File: src/rtl/bit_serial_addsub_pkg.sv
`default_nettype none
// ============================================================================
// Module      : bit_serial_addsub_pkg
// Description : Shared state encodings and default width for the bit-serial
//               add/subtract unit.
// Revision    : 1.0 - initial release
// ============================================================================
package bit_serial_addsub_pkg;

    typedef enum logic [1:0] {
        ST_IDLE = 2'd0,
        ST_RUN  = 2'd1,
        ST_DONE = 2'd2
    } state_t;

    localparam int c_default_width = 8;

endpackage : bit_serial_addsub_pkg
`default_nettype wire

File: src/rtl/bit_serial_addsub_fa_cell.sv
`default_nettype none
// ============================================================================
// Module      : serial_fa_cell
// Description : Combinational 1-bit full adder used as the serial bit cell.
// Revision    : 1.0 - initial release
// ============================================================================
module serial_fa_cell (
    input  logic a,
    input  logic b,
    input  logic cin,
    output logic sum,
    output logic cout
);

    assign sum  = a ^ b ^ cin;
    assign cout = (a & b) | (a & cin) | (b & cin);

endmodule : serial_fa_cell
`default_nettype wire

File: src/rtl/bit_serial_addsub.sv
`default_nettype none
// ============================================================================
// Module      : bit_serial_addsub
// Description : LSB-first bit-serial add/subtract over WIDTH-bit operands
//               with a start/busy/done handshake.
// Revision    : 1.0 - initial release
// ============================================================================
module bit_serial_addsub
    import bit_serial_addsub_pkg::*;
#(
    parameter int WIDTH = c_default_width
) (
    input  logic             clk,
    input  logic             rst,
    input  logic             start,
    input  logic [WIDTH-1:0] a,
    input  logic [WIDTH-1:0] b,
    input  logic             sub,
    output logic             busy,
    output logic             done,
    output logic [WIDTH-1:0] result,
    output logic             cout,
    output logic             overflow
);

    localparam int                  c_cw      = $clog2(WIDTH);
    localparam logic [c_cw-1:0]     c_last    = c_cw'(WIDTH - 1);
    localparam logic [c_cw-1:0]     c_msb_cnt = c_cw'(WIDTH - 2);

    state_t             r_state;
    state_t             w_state_nxt;
    logic [WIDTH-1:0]   r_a;
    logic [WIDTH-1:0]   r_b;
    logic [WIDTH-2:0]   r_acc;
    logic [WIDTH-1:0]   r_result;
    logic [c_cw-1:0]    r_count;
    logic               r_carry;
    logic               r_c_msb_in;
    logic               r_cout;
    logic               r_overflow;
    logic               w_sum;
    logic               w_carry_nxt;
    logic [WIDTH-1:0]   w_acc_shift;

    serial_fa_cell u_fa_cell (
        .a    (r_a[0]),
        .b    (r_b[0]),
        .cin  (r_carry),
        .sum  (w_sum),
        .cout (w_carry_nxt)
    );

    // Partial sum with the new bit at the MSB; on the last bit this is the full result.
    assign w_acc_shift = {w_sum, r_acc};

    always_ff @(posedge clk) begin
        if (rst) begin
            r_state <= ST_IDLE;
        end else begin
            r_state <= w_state_nxt;
        end
    end

    always_comb begin
        w_state_nxt = r_state;
        busy        = 1'b0;
        done        = 1'b0;
        case (r_state)
            ST_IDLE: begin
                if (start) begin
                    w_state_nxt = ST_RUN;
                end
            end
            ST_RUN: begin
                busy = 1'b1;
                if (r_count == c_last) begin
                    w_state_nxt = ST_DONE;
                end
            end
            ST_DONE: begin
                busy        = 1'b1;
                done        = 1'b1;
                w_state_nxt = ST_IDLE;
            end
            default: begin
                w_state_nxt = ST_IDLE;
            end
        endcase
    end

    always_ff @(posedge clk) begin
        if (rst) begin
            r_a        <= '0;
            r_b        <= '0;
            r_acc      <= '0;
            r_result   <= '0;
            r_count    <= '0;
            r_carry    <= 1'b0;
            r_c_msb_in <= 1'b0;
            r_cout     <= 1'b0;
            r_overflow <= 1'b0;
        end else begin
            case (r_state)
                ST_IDLE: begin
                    if (start) begin
                        // Subtraction is A + ~B + 1; the +1 rides in as the initial carry.
                        r_a     <= a;
                        r_b     <= sub ? ~b : b;
                        r_carry <= sub;
                        r_count <= '0;
                    end
                end
                ST_RUN: begin
                    r_acc   <= w_acc_shift[WIDTH-1:1];
                    r_carry <= w_carry_nxt;
                    r_a     <= r_a >> 1;
                    r_b     <= r_b >> 1;
                    r_count <= r_count + c_cw'(1);
                    if (r_count == c_msb_cnt) begin
                        r_c_msb_in <= w_carry_nxt;
                    end
                    if (r_count == c_last) begin
                        r_result   <= w_acc_shift;
                        r_cout     <= w_carry_nxt;
                        r_overflow <= r_c_msb_in ^ w_carry_nxt;
                    end
                end
                default: begin
                end
            endcase
        end
    end

    assign result   = r_result;
    assign cout     = r_cout;
    assign overflow = r_overflow;

endmodule : bit_serial_addsub
`default_nettype wire

File: config.mk
export PLATFORM = sky130hd
export DESIGN_NAME = bit_serial_addsub
export DESIGN_NICKNAME = d
export VERILOG_FILES = /design/src/rtl/bit_serial_addsub_pkg.sv /design/src/rtl/bit_serial_addsub_fa_cell.sv /design/src/rtl/bit_serial_addsub.sv
export SDC_FILE = /design/constraint.sdc
export NUM_CORES = 1
export LEC_CHECK = 0
export CAP_MARGIN = 20
export CORE_MARGIN = 4
export CORE_UTILIZATION = 25
export DETAILED_ROUTE_END_ITERATION = 8
export PLACE_DENSITY = 0.52
export SLEW_MARGIN = 30
export SYNTH_ARGS = -nofsm -noshare
export SYNTH_HDL_FRONTEND = slang
export SYNTH_SLANG_ARGS = --single-unit
File: constraint.sdc
create_clock -name clk -period 3.2 [get_ports clk]
set_clock_uncertainty 0.15 [all_clocks]
set_input_delay 0.64 -clock clk [delete_from_list [all_inputs] [get_ports clk]]
set_output_delay 0.64 -clock clk [all_outputs]
set_load 0.005 [all_outputs]
==> results of run 1 <==
[where the power goes]
part / switching [mW] / internal, mW
Sequential: 0.0158 / 0.526
Combinational: 0.0901 / 0.0869
Clock: 0.159 / 0.148
Total: 0.265 / 0.761
[state kept, by name, summed over array words and instances, names as in the netlist, 2 cells and up]
| signal | count |
|---|---|
| r_count | 3 |
| r_b | 8 |
| r_a | 8 |
| result | 8 |
| r_acc | 7 |
| r_state | 2 |
[layout make-up]
type	instances	share of cell area
Clock buffer	6	0.0320
Clock inverter	1	0.00221
Inverter	5	0.00827
Multi-Input combinational cell	138	0.402
Sequential cell	40	0.353
Tap cell	96	0.0530
Timing Repair Buffer	35	0.150
[synth_stat cells, drive strengths merged]
| master | number |
|---|---|
| nand2 | 29 |
| a21oi | 21 |
| clkbuf | 3 |
| xor2 | 7 |
| nand3b | 1 |
| nor2b | 1 |
| or3 | 1 |
| a32oi | 2 |
| nor3 | 1 |
| dfxtp | 40 |
| inv | 5 |
| nor2 | 19 |
| a211oi | 10 |
| xnor2 | 2 |
| mux2 | 1 |
| o211ai | 7 |
| nand2b | 9 |
| fa | 1 |
| ha | 6 |
| nand3 | 2 |
| buf | 10 |
| and2 | 1 |
| mux2i | 17 |
[routing by layer]
layer	global-route usage	up-vias
met5	0	-
met4	0.0366	0
met3	0.0249	6
met2	0.146	22
met1	0.116	626
li1	-	721
[critical path, stage by stage, from the launching register on]
cell             delay [ps]
dfxtp_1                 360
inv_1                    70
ha_1                    280
clkdlybuf4s50_1         490
[worst max path at each step]
| stage | startpoint | end | slack, ps | depth (start not counted) |
|---|---|---|---|---|
| floorplan | r_state[0] | r_a[5] | 1630 | 6 |
| global placement | start | r_b[7] | 1010 | 5 |
| detailed placement | sub | r_b[7] | 980 | 4 |
| CTS | r_state[0] | busy | 890 | 3 |
| global route | r_state[1] | overflow | 840 | 6 |
| finish | r_state[0] | busy | 920 | 3 |
[cells by family (layout without fill, tap and decap cells)]
logic type | Yosys count | in the layout | synth area share
DFF | 40 | 40 | 0.443
buffers and inverters | 18 | 47 | 0.0539
adders and majority gates | 7 | 7 | 0.0526
xor gates and xnor gates | 9 | 9 | 0.0436
and+or+nand+nor | 64 | 64 | 0.154
muxes | 18 | 18 | 0.102
AOI/OAI and AO/OA | 40 | 40 | 0.151
[through the flow]
step                total power [mW]  worst slack (ps)  utilization  area [µm²]  hold slack [ps]
floorplan                      0.684              1630            -        1810              277
global placement               0.732              1010        0.317        2190              285
detailed placement             0.733               985        0.317        2190              293
CTS                             1.05               895        0.328        2270              304
global route                    1.10               836        0.328        2270              325
finish                          1.03               923        0.328        2270              303
==> impl_metrics.env, run 1 <==
export IMPL_syn_area_per_cell_um2=9.23
export IMPL_worstHoldPathCells=2
export IMPL_synth_top_area_frac=0.443
export IMPL_maxSlewHeadroom=0.644
export IMPL_cts_buffer_depth=2
export IMPL_grt_setup_unrepaired="no"
export IMPL_cts_made_buffers=5
export IMPL_timing_rr_end="overflow"
export IMPL_cp_arrival_ps=1490
export IMPL_gp_congestion=0.659
export IMPL_power_density_nw_per_um2=452
export IMPL_cts_setup_buffers=0
export IMPL_clkSlewWorstSetupHoldPaths_ps=70
export IMPL_n_antenna_cell=0
export IMPL_timing_final_crit_share=0.711
export IMPL_overflow=0
export IMPL_io_buffers=31
export IMPL_synth_area_leaders="dfxtp_1, mux2i_1, nand2_1"
export IMPL_cp_required_ps=2410
export IMPL_leakagePower_nw=0.817
export IMPL_syn_num_nets=223
export IMPL_routed_top_layer="met4"
export IMPL_grt_start_max_net_pins=41
export IMPL_multi_input_area_um2=911
export IMPL_r2r_start="r_state[1]"
export IMPL_finalHoldViolCount=0
export IMPL_wl_met2_mm=1.61
export IMPL_min_period_ps=2280
export IMPL_max_freq_ghz=0.439
export IMPL_tritoncts="built"
export IMPL_slew_violations=0
export IMPL_layout_cells_non_filler=321
export IMPL_core_um2=6910
export IMPL_ys_ff_latch=40
export IMPL_clk_latency_ps=280
export IMPL_grt_pass1_wl_mm=6.38
export IMPL_drt_wl_total_mm=3.55
export IMPL_cts_resized=0
export IMPL_ys_seq_area_frac=0.443
export IMPL_report_final_setup_viol=0
export IMPL_syn2layout_area_growth_pct=25.4
export IMPL_place_inst=314
export IMPL_rows=30
export IMPL_syn_cell_area_um2=1810
export IMPL_first_pass_iters=4
export IMPL_hold_class="flip-flop to flip-flop"
export IMPL_wl_met1_mm=1.70
export IMPL_irDropWorstVdd_mv=0.157
export IMPL_endpoint_kind="output pin"
export IMPL_worstMarginPinSlew_ps=534
export IMPL_status="finished clean"
export IMPL_most_common_layout_cells="dfxtp_1, clkdlybuf4s50_1, nand2_1, a21oi_1, nor2_1"
export IMPL_ant_nets=0
export IMPL_r2r_cells=6
export IMPL_die_x_um=93.1
export IMPL_setup_tns_ps=0
export IMPL_post_route_drc_count=0
export IMPL_pin_count=32
export IMPL_drive_gt1_frac=0.0711
export IMPL_grt_pass1_vias=1381
export IMPL_wl_per_cell_um=11.1
export IMPL_hpwlAfterDp_mm=2.45
export IMPL_start_util=0.262
export IMPL_mostFrequentLayoutCell="dfxtp_1"
export IMPL_fp_dieArea_um2=8660
export IMPL_clock_sinks=40
export IMPL_antenna_found_initial=0
export IMPL_min_delay_start="r_b[4]"
export IMPL_dieHeight_um=93.1
export IMPL_synth_largest_area_cell="dfxtp_1"
export IMPL_ctsHoldBuffers=0
export IMPL_cts_root_buf="clkbuf_8"
export IMPL_h_tree_depth=2
export IMPL_ys_warn_count=0
export IMPL_max_cap_viol_count=0
export IMPL_met3_wirelength_um=173
export IMPL_grt_total_usage=0.0913
export IMPL_first_iter_violations=66
export IMPL_worst_r2r_setup_slack_ps=1080
export IMPL_crit_fanout=3
export IMPL_crit_type="flip-flop to output pin"
export IMPL_synth_cell_types=28
export IMPL_via_per_inst=4.28
export IMPL_via_count=1375
export IMPL_regArea_um2=801
export IMPL_nets=252
export IMPL_hold_path_end="r_b[4]"
export IMPL_fillers=755
export IMPL_postSynthCellCount=196
export IMPL_startpoint_type="flip-flop"
(Power assumes the default switching activity.)
==> run 2: changes to the inputs <==
PLACE_DENSITY = 0.53   (was 0.52)
clock period = 2 ns   (was 3.2 ns; I/O delays follow)
==> run 2 against run 1 <==
  * Critical path depth unchanged
  * Sequential cell count unchanged
  * Clock power increased by 79%
  * Non-clock buffer count increased by 4
  * Combinational power increased by 69%
  * Sequential power increased by 60%
  * Cell area increased by 2.8%
  * Global-route usage about the same
  * Sequential share of layout area decreased by 0.84 points
  * Power increased by 67%
  * Critical path type unchanged
==> impl_metrics.env, run 2 (synthesis gave the netlist of run 1 again) <==
export IMPL_cts_made_buffers=5
export IMPL_via_count=1391
export IMPL_worst_r2r_setup_slack_ps=260
export IMPL_seq_power_share=0.504
export IMPL_first_iter_violations=54
export IMPL_switching_share=0.259
export IMPL_clock_sinks=40
export IMPL_h_tree_depth=2
export IMPL_drt_wl_total_mm=3.70
export IMPL_grt_start_max_net_pins=41
export IMPL_syn2layout_area_growth_pct=28.8
export IMPL_cp_required_ps=1450
export IMPL_place_area_um2=2220
export IMPL_grt_pass1_wl_mm=6.26
export IMPL_p_int_mw=1.27
export IMPL_ctsHoldBuffers=0
export IMPL_cp_startpoint="r_state[1]"
export IMPL_min_delay_start="r_b[1]"
export IMPL_tritoncts="built"
export IMPL_r2r_start="r_state[0]"
export IMPL_holdWs_ps=295
export IMPL_core_um2=6910
export IMPL_wl_per_cell_um=11.3
export IMPL_worstMarginPinSlew_ps=381
export IMPL_slew_violations=0
export IMPL_power_density_nw_per_um2=736
export IMPL_p_clk_frac=0.321
export IMPL_leakagePower_nw=0.861
export IMPL_clkSlewWorstSetupHoldPaths_ps=80
export IMPL_antenna_found_initial=0
export IMPL_pin_count=32
export IMPL_place_inst=316
export IMPL_mostFrequentLayoutCell="dfxtp_1"
export IMPL_cp_arrival_ps=1330
export IMPL_layout_cells_non_filler=326
export IMPL_min_period_ps=1880
export IMPL_p_total_mw=1.72
export IMPL_final_area_um2=2330
export IMPL_first_pass_iters=4
export IMPL_power_switching_uw=444
export IMPL_post_route_drc_count=0
export IMPL_cts_buffer_depth=2
export IMPL_nets=256
export IMPL_ant_nets=0
export IMPL_hold_class="flip-flop to flip-flop"
export IMPL_rows=30
export IMPL_maxSlewHeadroom=0.746
export IMPL_setup_ws_ps=118
export IMPL_max_cap_viol_count=0
export IMPL_gp_congestion=0.680
export IMPL_crit_type="flip-flop to output pin"
export IMPL_p_comb_frac=0.175
export IMPL_final_core_util=0.338
export IMPL_via_per_inst=4.27
export IMPL_clk_latency_ps=290
export IMPL_irDropWorstVdd_mv=0.248
export IMPL_crit_fanout=2
export IMPL_cts_root_buf="clkbuf_8"
export IMPL_regArea_um2=803
export IMPL_status="finished clean"
export IMPL_io_buffers=31
export IMPL_startpoint_type="flip-flop"
export IMPL_dieHeight_um=93.1
export IMPL_timing_final_crit_share=0.941
export IMPL_setup_tns_ps=0
export IMPL_hpwlAfterDp_mm=2.50
export IMPL_grt_pass1_vias=1319
export IMPL_die_x_um=93.1
export IMPL_overflow=0
export IMPL_finalHoldViolCount=0
export IMPL_multi_input_area_um2=913
export IMPL_fp_dieArea_um2=8660
export IMPL_post_place_ws_ps=210
export IMPL_endpoint_kind="output pin"
export IMPL_report_final_setup_viol=0
export IMPL_grt_setup_unrepaired="no"
export IMPL_max_freq_ghz=0.531
export IMPL_start_util=0.262
export IMPL_n_antenna_cell=0
export IMPL_grt_total_usage=0.0910
export IMPL_most_common_layout_cells="dfxtp_1, clkdlybuf4s50_1, nand2_1, a21oi_1, nor2_1"
export IMPL_drive_gt1_frac=0.100
export IMPL_fillers=752
==> run 2: worst max-delay path, cell delays in order, from the launching register on <==
cell,delay (ps)
dfxtp_2,320
buf_4,130
ha_1,160
clkdlybuf4s50_1,440
==> run 2: what timing repair did <==
action,4_1_cts,5_1_grt
gates resized for setup,2,1
endpoints found under the setup margin,1,1
buffers inserted,2,0
==> run 2: worst paths after layout <==
check,to,cells after the start
worst max register to register,overflow,5
worst min register to register,r_b[1],2
worst min-delay path,r_b[1],2
worst max-delay path,done,3
==> run 2: layout make-up <==
type	instances	share of cell area
well taps	96	0.0515
inverters	5	0.00805
multi-input cells	138	0.392
clock buffers	8	0.0386
repair buffers	39	0.165
flip-flops and latches	40	0.345
==> run 2: layer usage <==
layer,GRT usage,share of wire
met1,0.120,0.49
met2,0.139,0.45
met3,0.0265,0.043
met4,0.0366,0.014
met5,0,0
==> run 2: power by group through the flow <==
stage          sequential, mW  clock (mW)  combinational (mW)
4_1_cts                 0.865       0.572               0.306
3_3_place_gp            0.883           0               0.299
2_1_floorplan           0.878           0               0.217
5_1_grt                 0.872       0.609               0.337
3_5_place_dp            0.885           0               0.300
6_report                0.865       0.551               0.300
==> edit 1, RTL diff (config.mk and constraints of run 2) <==
Add an input register stage for `start`, `a`, `b` and `sub`; this delays them by one clock.
--- a/src/rtl/bit_serial_addsub.sv
+++ b/src/rtl/bit_serial_addsub.sv
@@ -27,4 +27,16 @@
     localparam logic [c_cw-1:0]     c_last    = c_cw'(WIDTH - 1);
     localparam logic [c_cw-1:0]     c_msb_cnt = c_cw'(WIDTH - 2);
+
+    logic start_q;
+    logic [WIDTH-1:0] a_q;
+    logic [WIDTH-1:0] b_q;
+    logic sub_q;
+
+    always_ff @(posedge clk) begin
+        start_q <= start;
+        a_q     <= a;
+        b_q     <= b;
+        sub_q   <= sub;
+    end
 
     state_t             r_state;
@@ -68,5 +80,5 @@
         case (r_state)
             ST_IDLE: begin
-                if (start) begin
+                if (start_q) begin
                     w_state_nxt = ST_RUN;
                 end
@@ -103,9 +115,9 @@
             case (r_state)
                 ST_IDLE: begin
-                    if (start) begin
+                    if (start_q) begin
                         // Subtraction is A + ~B + 1; the +1 rides in as the initial carry.
-                        r_a     <= a;
-                        r_b     <= sub ? ~b : b;
-                        r_carry <= sub;
+                        r_a     <= a_q;
+                        r_b     <= sub_q ? ~b_q : b_q;
+                        r_carry <= sub_q;
                         r_count <= '0;
                     end
Function: changed (Yosys sat finds a counterexample within 4 cycles, from zero or initial values and one cycle with rst high).
==> edit 1 against run 2 <==
Wire length increased by 4.6%; sequential cell count is 18 higher; via count grew 8.1%; sequential power is 45% higher; core utilization increased by 0.39 points; area after synthesis rose by 20%; worst setup slack gained 0.073 ns; total power up 64%; clock power is 130% higher; combinational power fell by 3%; design area is 22% higher; sequential share of layout area up 6.4 points; critical path type unchanged.
==> edit 1: results (changes against run 2) <==
| Metric | Value |
|---|---|
| Share of cells above drive strength 1 | 11.37% (+1.4 points) |
| Syn Nets | 241 (+8.1%) |
| Psw | 620.1 µW (+40%) |
| Sequential share of the synthesized area | 53.52% (+9.3 points) |
| Clock-pin slew on the worst setup and hold paths | 0.06 ns (-0.02 ns) |
| Status | finished clean |
| First-pass GRT wire length | 6851 µm (+9.5%) |
| Pre-CTS WS | 0.2600 ns (+0.05015 ns) |
| H-tree Lvls | 3 (+1) |
| CP arrival | 1.26 ns (-0.07 ns) |
| Post-detail-place hpwl | 2530 µm (+1.2%) |
| Vias in the first global route | 1525 (+16%) |
| Leak pwr | 1.088 nW (+26%) |
| Met2 Wirelength | 1857 µm (+11%) |
| Met2 Use GR | 14.89% (+0.97 points) |
| Mux cell area share after synthesis | 8.535% (-1.7 points) |
| DRT iter0 DRCs | 56 (+3.7%) |
| Most used routing layer | met2 |
| Iteration count of the initial detailed-routing pass | 5 (+1) |
| Max IR drop VDD | 0.0005198 V (+110%) |
| Nets | 277 (+8.2%) |
| Synth cell count leaders | 58 x dfxtp_1, 29 x nand2_1, 20 x a21oi_1 |
| Area contributors post-synth | dfxtp_1 54%, mux2i_1 7.8%, nand2_1 5.0%, a21oi_1 4.6%, ha_1 3.5% |
| Worst-Margin Slew | 0.3240 ns (-0.05678 ns) |
| Worst skew pair latency | 0.33 ns (+0.04 ns) |
| Max stage delay on crit path | 0.33 ns (-0.11 ns) |
| Post-synthesis compound-gate area fraction | 12.63% (-2.5 points) |
| Overall routing resource usage | 8.907% (-0.19 points) |
| Crit-path slowest cell | dfxtp_2 |
| Met3 routed WL | 275 µm (+72%) |
| Vias | 1503 (+8.1%) |
| Met1 Use GR | 8.867% (-3.1 points) |
==> edit 1: layout make-up <==
| cell class | instances | area (µm²) |
|---|---|---|
| Timing Repair Buffer | 38 | 389.1 |
| Multi-Input combinational cell | 138 | 910.9 |
| Tap cell | 105 | 131.4 |
| Fill cell | 868 | 5493 |
| Inverter | 5 | 18.77 |
| Clock buffer | 11 | 131.4 |
| Clock inverter | 5 | 102.6 |
| Sequential cell | 58 | 1164 |
==> edit 1: power by group through the flow <==
stage | logic (mW) | registers (mW) | clock network, mW
final | 0.292 | 1.25 | 1.27
after floorplan | 0.216 | 1.27 | 0
after detailed placement | 0.296 | 1.28 | 0
after CTS | 0.299 | 1.25 | 1.32
after global placement | 0.291 | 1.28 | 0
after global routing | 0.333 | 1.26 | 1.37
==> edit 1: metrics by stage <==
stage               instance area, µm²  hold WS (ns)  instances  power [mW]  utilization, %
floorplan                         2170        0.2768        214       1.485               -
global placement                  2603        0.2833        343       1.568           31.20
detailed placement                2603        0.2886        343       1.574           31.20
CTS                               2845        0.2974        360       2.875           34.11
global route                      2848        0.3205        360       2.966           34.14
finish                            2848        0.2952        360       2.814           34.14
==> edit 1: final timing paths <==
kind,start,slack (ns),cells past startpoint,endpoint
worst max-delay path,r_state[0],0.19,3,busy
worst max register to register,r_state[0],0.23,7,result[2]
worst min-delay path,r_b[4],0.30,2,r_b[4]
worst min register to register,r_b[4],0.30,2,r_b[4]
==> edit 1: worst min-delay path: cells and delay by family (launching register included) <==
family / cells / cell delay (ns)
compound gates: 1 / 0.05
flops: 1 / 0.30
simple gates: 1 / 0.05
==> edit 1: timing repair <==
item                       CTS  global route
gates cloned                 0             0
hold buffers                 0             0
buffers inserted             1             0
setup endpoints to repair    2             1
gates resized for setup      3             1
==> edit 2, RTL diff (settings of run 2) <==
Without the edit above. Change the package constant `c_default_width` from 8 to 32.
--- a/src/rtl/bit_serial_addsub_pkg.sv
+++ b/src/rtl/bit_serial_addsub_pkg.sv
@@ -14,5 +14,5 @@
     } state_t;
 
-    localparam int c_default_width = 8;
+    localparam int c_default_width = 32;
 
 endpackage : bit_serial_addsub_pkg
Ports: changed (resized a, b and result); port bits go from 32 to 104. The function was not compared with the original's and may differ.
==> edit 2 against run 2 <==
Non-clock buffer count is 85 higher; design area grew to 3.4 times the old value; clock power grew to 6.1 times the old value; wire length grew to 3.9 times the old value; worst setup slack worse by 0.065 ns; die area grew to 3.0 times the old value; total power grew to 4.3 times the old value; sequential cell count is 98 higher; area after synthesis grew to 3.3 times the old value; combinational power grew to 3.2 times the old value; sequential share of layout area is 0.098 points higher; global-route usage is 2.0 points higher; final cell count grew to 3.3 times the old value.
==> edit 2: results (changes against run 2) <==
| Metric | Value |
|---|---|
| Reg2reg start | r_count[0] |
| DP Area | 7350 µm² (+230%) |
| R2R Path End | result[30] |
| Area of the die | 26100 µm² (+200%) |
| Overall routing resource usage | 11.14% (+2.0 points) |
| Placer Congestion | 0.7076 (+4.1%) |
| Fraction of area in registers | 34.56% (+0.098 points) |
| Worst skew pair latency | 0.42 ns (+0.13 ns) |
| FILL cells | 2404 (+220%) |
| Clock Sinks | 138 (+250%) |
| Share of cells above drive strength 1 | 8.016% (-2.0 points) |
| Total CTS buffers | 17 (+12) |
| Comb_multi_in | 461 (+230%) |
| Signal inverters | 6 (+1) |
| Area contributors post-synth | dfxtp_1 47%, mux2i_1 11%, nand2_1 6.6%, a21oi_1 5.9%, xor2_1 4.6% |
| Multi-input logic area | 2878 µm² (+220%) |
| Min-delay worst type | in2reg |
| Largest net degree at the start of global routing | 54 (+32%) |
| Root buf cell | clkbuf_16 |
| Hold path start | rst |
| Min Hold Slack | 0.2419 ns (-0.05294 ns) |
| First-pass GRT wire length | 23560 µm (+280%) |
| Clock-pin slew on the worst setup and hold paths | 0.06 ns (-0.02 ns) |
| ClkCell Share | 7.760% (+3.9 points) |
| Leak pwr | 2.828 nW (+230%) |
| Max Fanout on Critical Path | 3 (+1) |
| H-tree Lvls | 4 (+2) |
| Asr flop ratio synth | 0% (unchanged) |
| Synth cell types | 31 (+11%) |
| DRT iter0 DRCs | 233 (+330%) |
| Signal buffers | 124 (+220%) |
| Worst-Margin Slew | 0.3970 ns (+0.01625 ns) |
| Nets | 823 (+220%) |
| Vias | 4688 (+240%) |
| Post-detail-place hpwl | 9026 µm (+260%) |
| Cells on worst reg2reg path | 7 (+2) |
| Final Util | 34.90% (+1.2 points) |
| Min-Delay Endpoint | r_count[4] |
| Clkbuf count | 18 (+10) |
| Diode count | 0 (unchanged) |
| Non-clk buf share | 16.52% (about the same) |
| R2r setup slk | 0.16 ns (-0.10 ns) |
| Number of port buffers | 103 (+230%) |
| Synth cell count leaders | 138 x dfxtp_1, 103 x nand2_1, 70 x a21oi_1 |
| Vias in the first global route | 4524 (+240%) |
| WL/cell | 13.29 µm (+17%) |
| CP arrival | 1.40 ns (+0.07 ns) |
| Max IR drop VDD | 0.0004441 V (+79%) |
| Sequential share of the synthesized area | 46.86% (+2.6 points) |
| Status | finished clean |
| Psw | 1.892 mW (+330%) |
| Syn Nets | 735 (+230%) |
edit 2: logic make-up after synthesis:
group           count (synthesis)  share of synthesized area, %
fa+ha+maj                       7                         1.613
buf+inv                        61                         4.881
mux                            65                         11.06
flops                         138                         46.86
compound gates                140                         14.88
xor+xnor                       33                         4.902
simple gates                  216                         15.81
edit 2: routing by layer:
metal / part of all wire [%] / GRT usage, % / vias to the layer above
li1: - / - / 2429
met1: 50 / 15.17 / 2180
met2: 44 / 16.68 / 69
met3: 4.9 / 3.955 / 10
met4: 0.93 / 3.141 / 0
met5: 0 / 0 / -
edit 2: power by group through the flow:
stage                     registers [mW]  clock network, mW  logic, mW
after floorplan                     3.02                  0      0.656
after global placement              3.04                  0      0.982
after detailed placement            3.04                  0      0.984
after CTS                           2.98               3.47      0.988
after global routing                2.99               3.61       1.09
final                               2.98               3.36      0.970
edit 2: what timing repair did:
item / in CTS / in global routing
gates cloned: 0 / 1
gates resized for setup: 3 / 2
buffers inserted: 0 / 0
endpoints found under the setup margin: 2 / 10
edit 2: worst max-delay path, cell delays in order (launching register included):
cell and delay (ns):
dfxtp_2 0.33, inv_1 0.10, ha_2 0.28, dlygate4sd2_1 0.27
edit 2: worst max path at each step:
stage	to	slack, ns	cells past startpoint
floorplan	overflow	0.23	7
global placement	r_count[3]	0.03	4
detailed placement	r_count[3]	0.003	4
CTS	busy	0.03	3
global route	busy	0.005	3
finish	busy	0.05	3
edit 2: per-stage QoR:
stage               cells  setup WS [ns]
finish               1074        0.05274
global route         1074       0.005410
CTS                  1073        0.02875
detailed placement   1041       0.002919
global placement     1041        0.03166
floorplan             660         0.2307
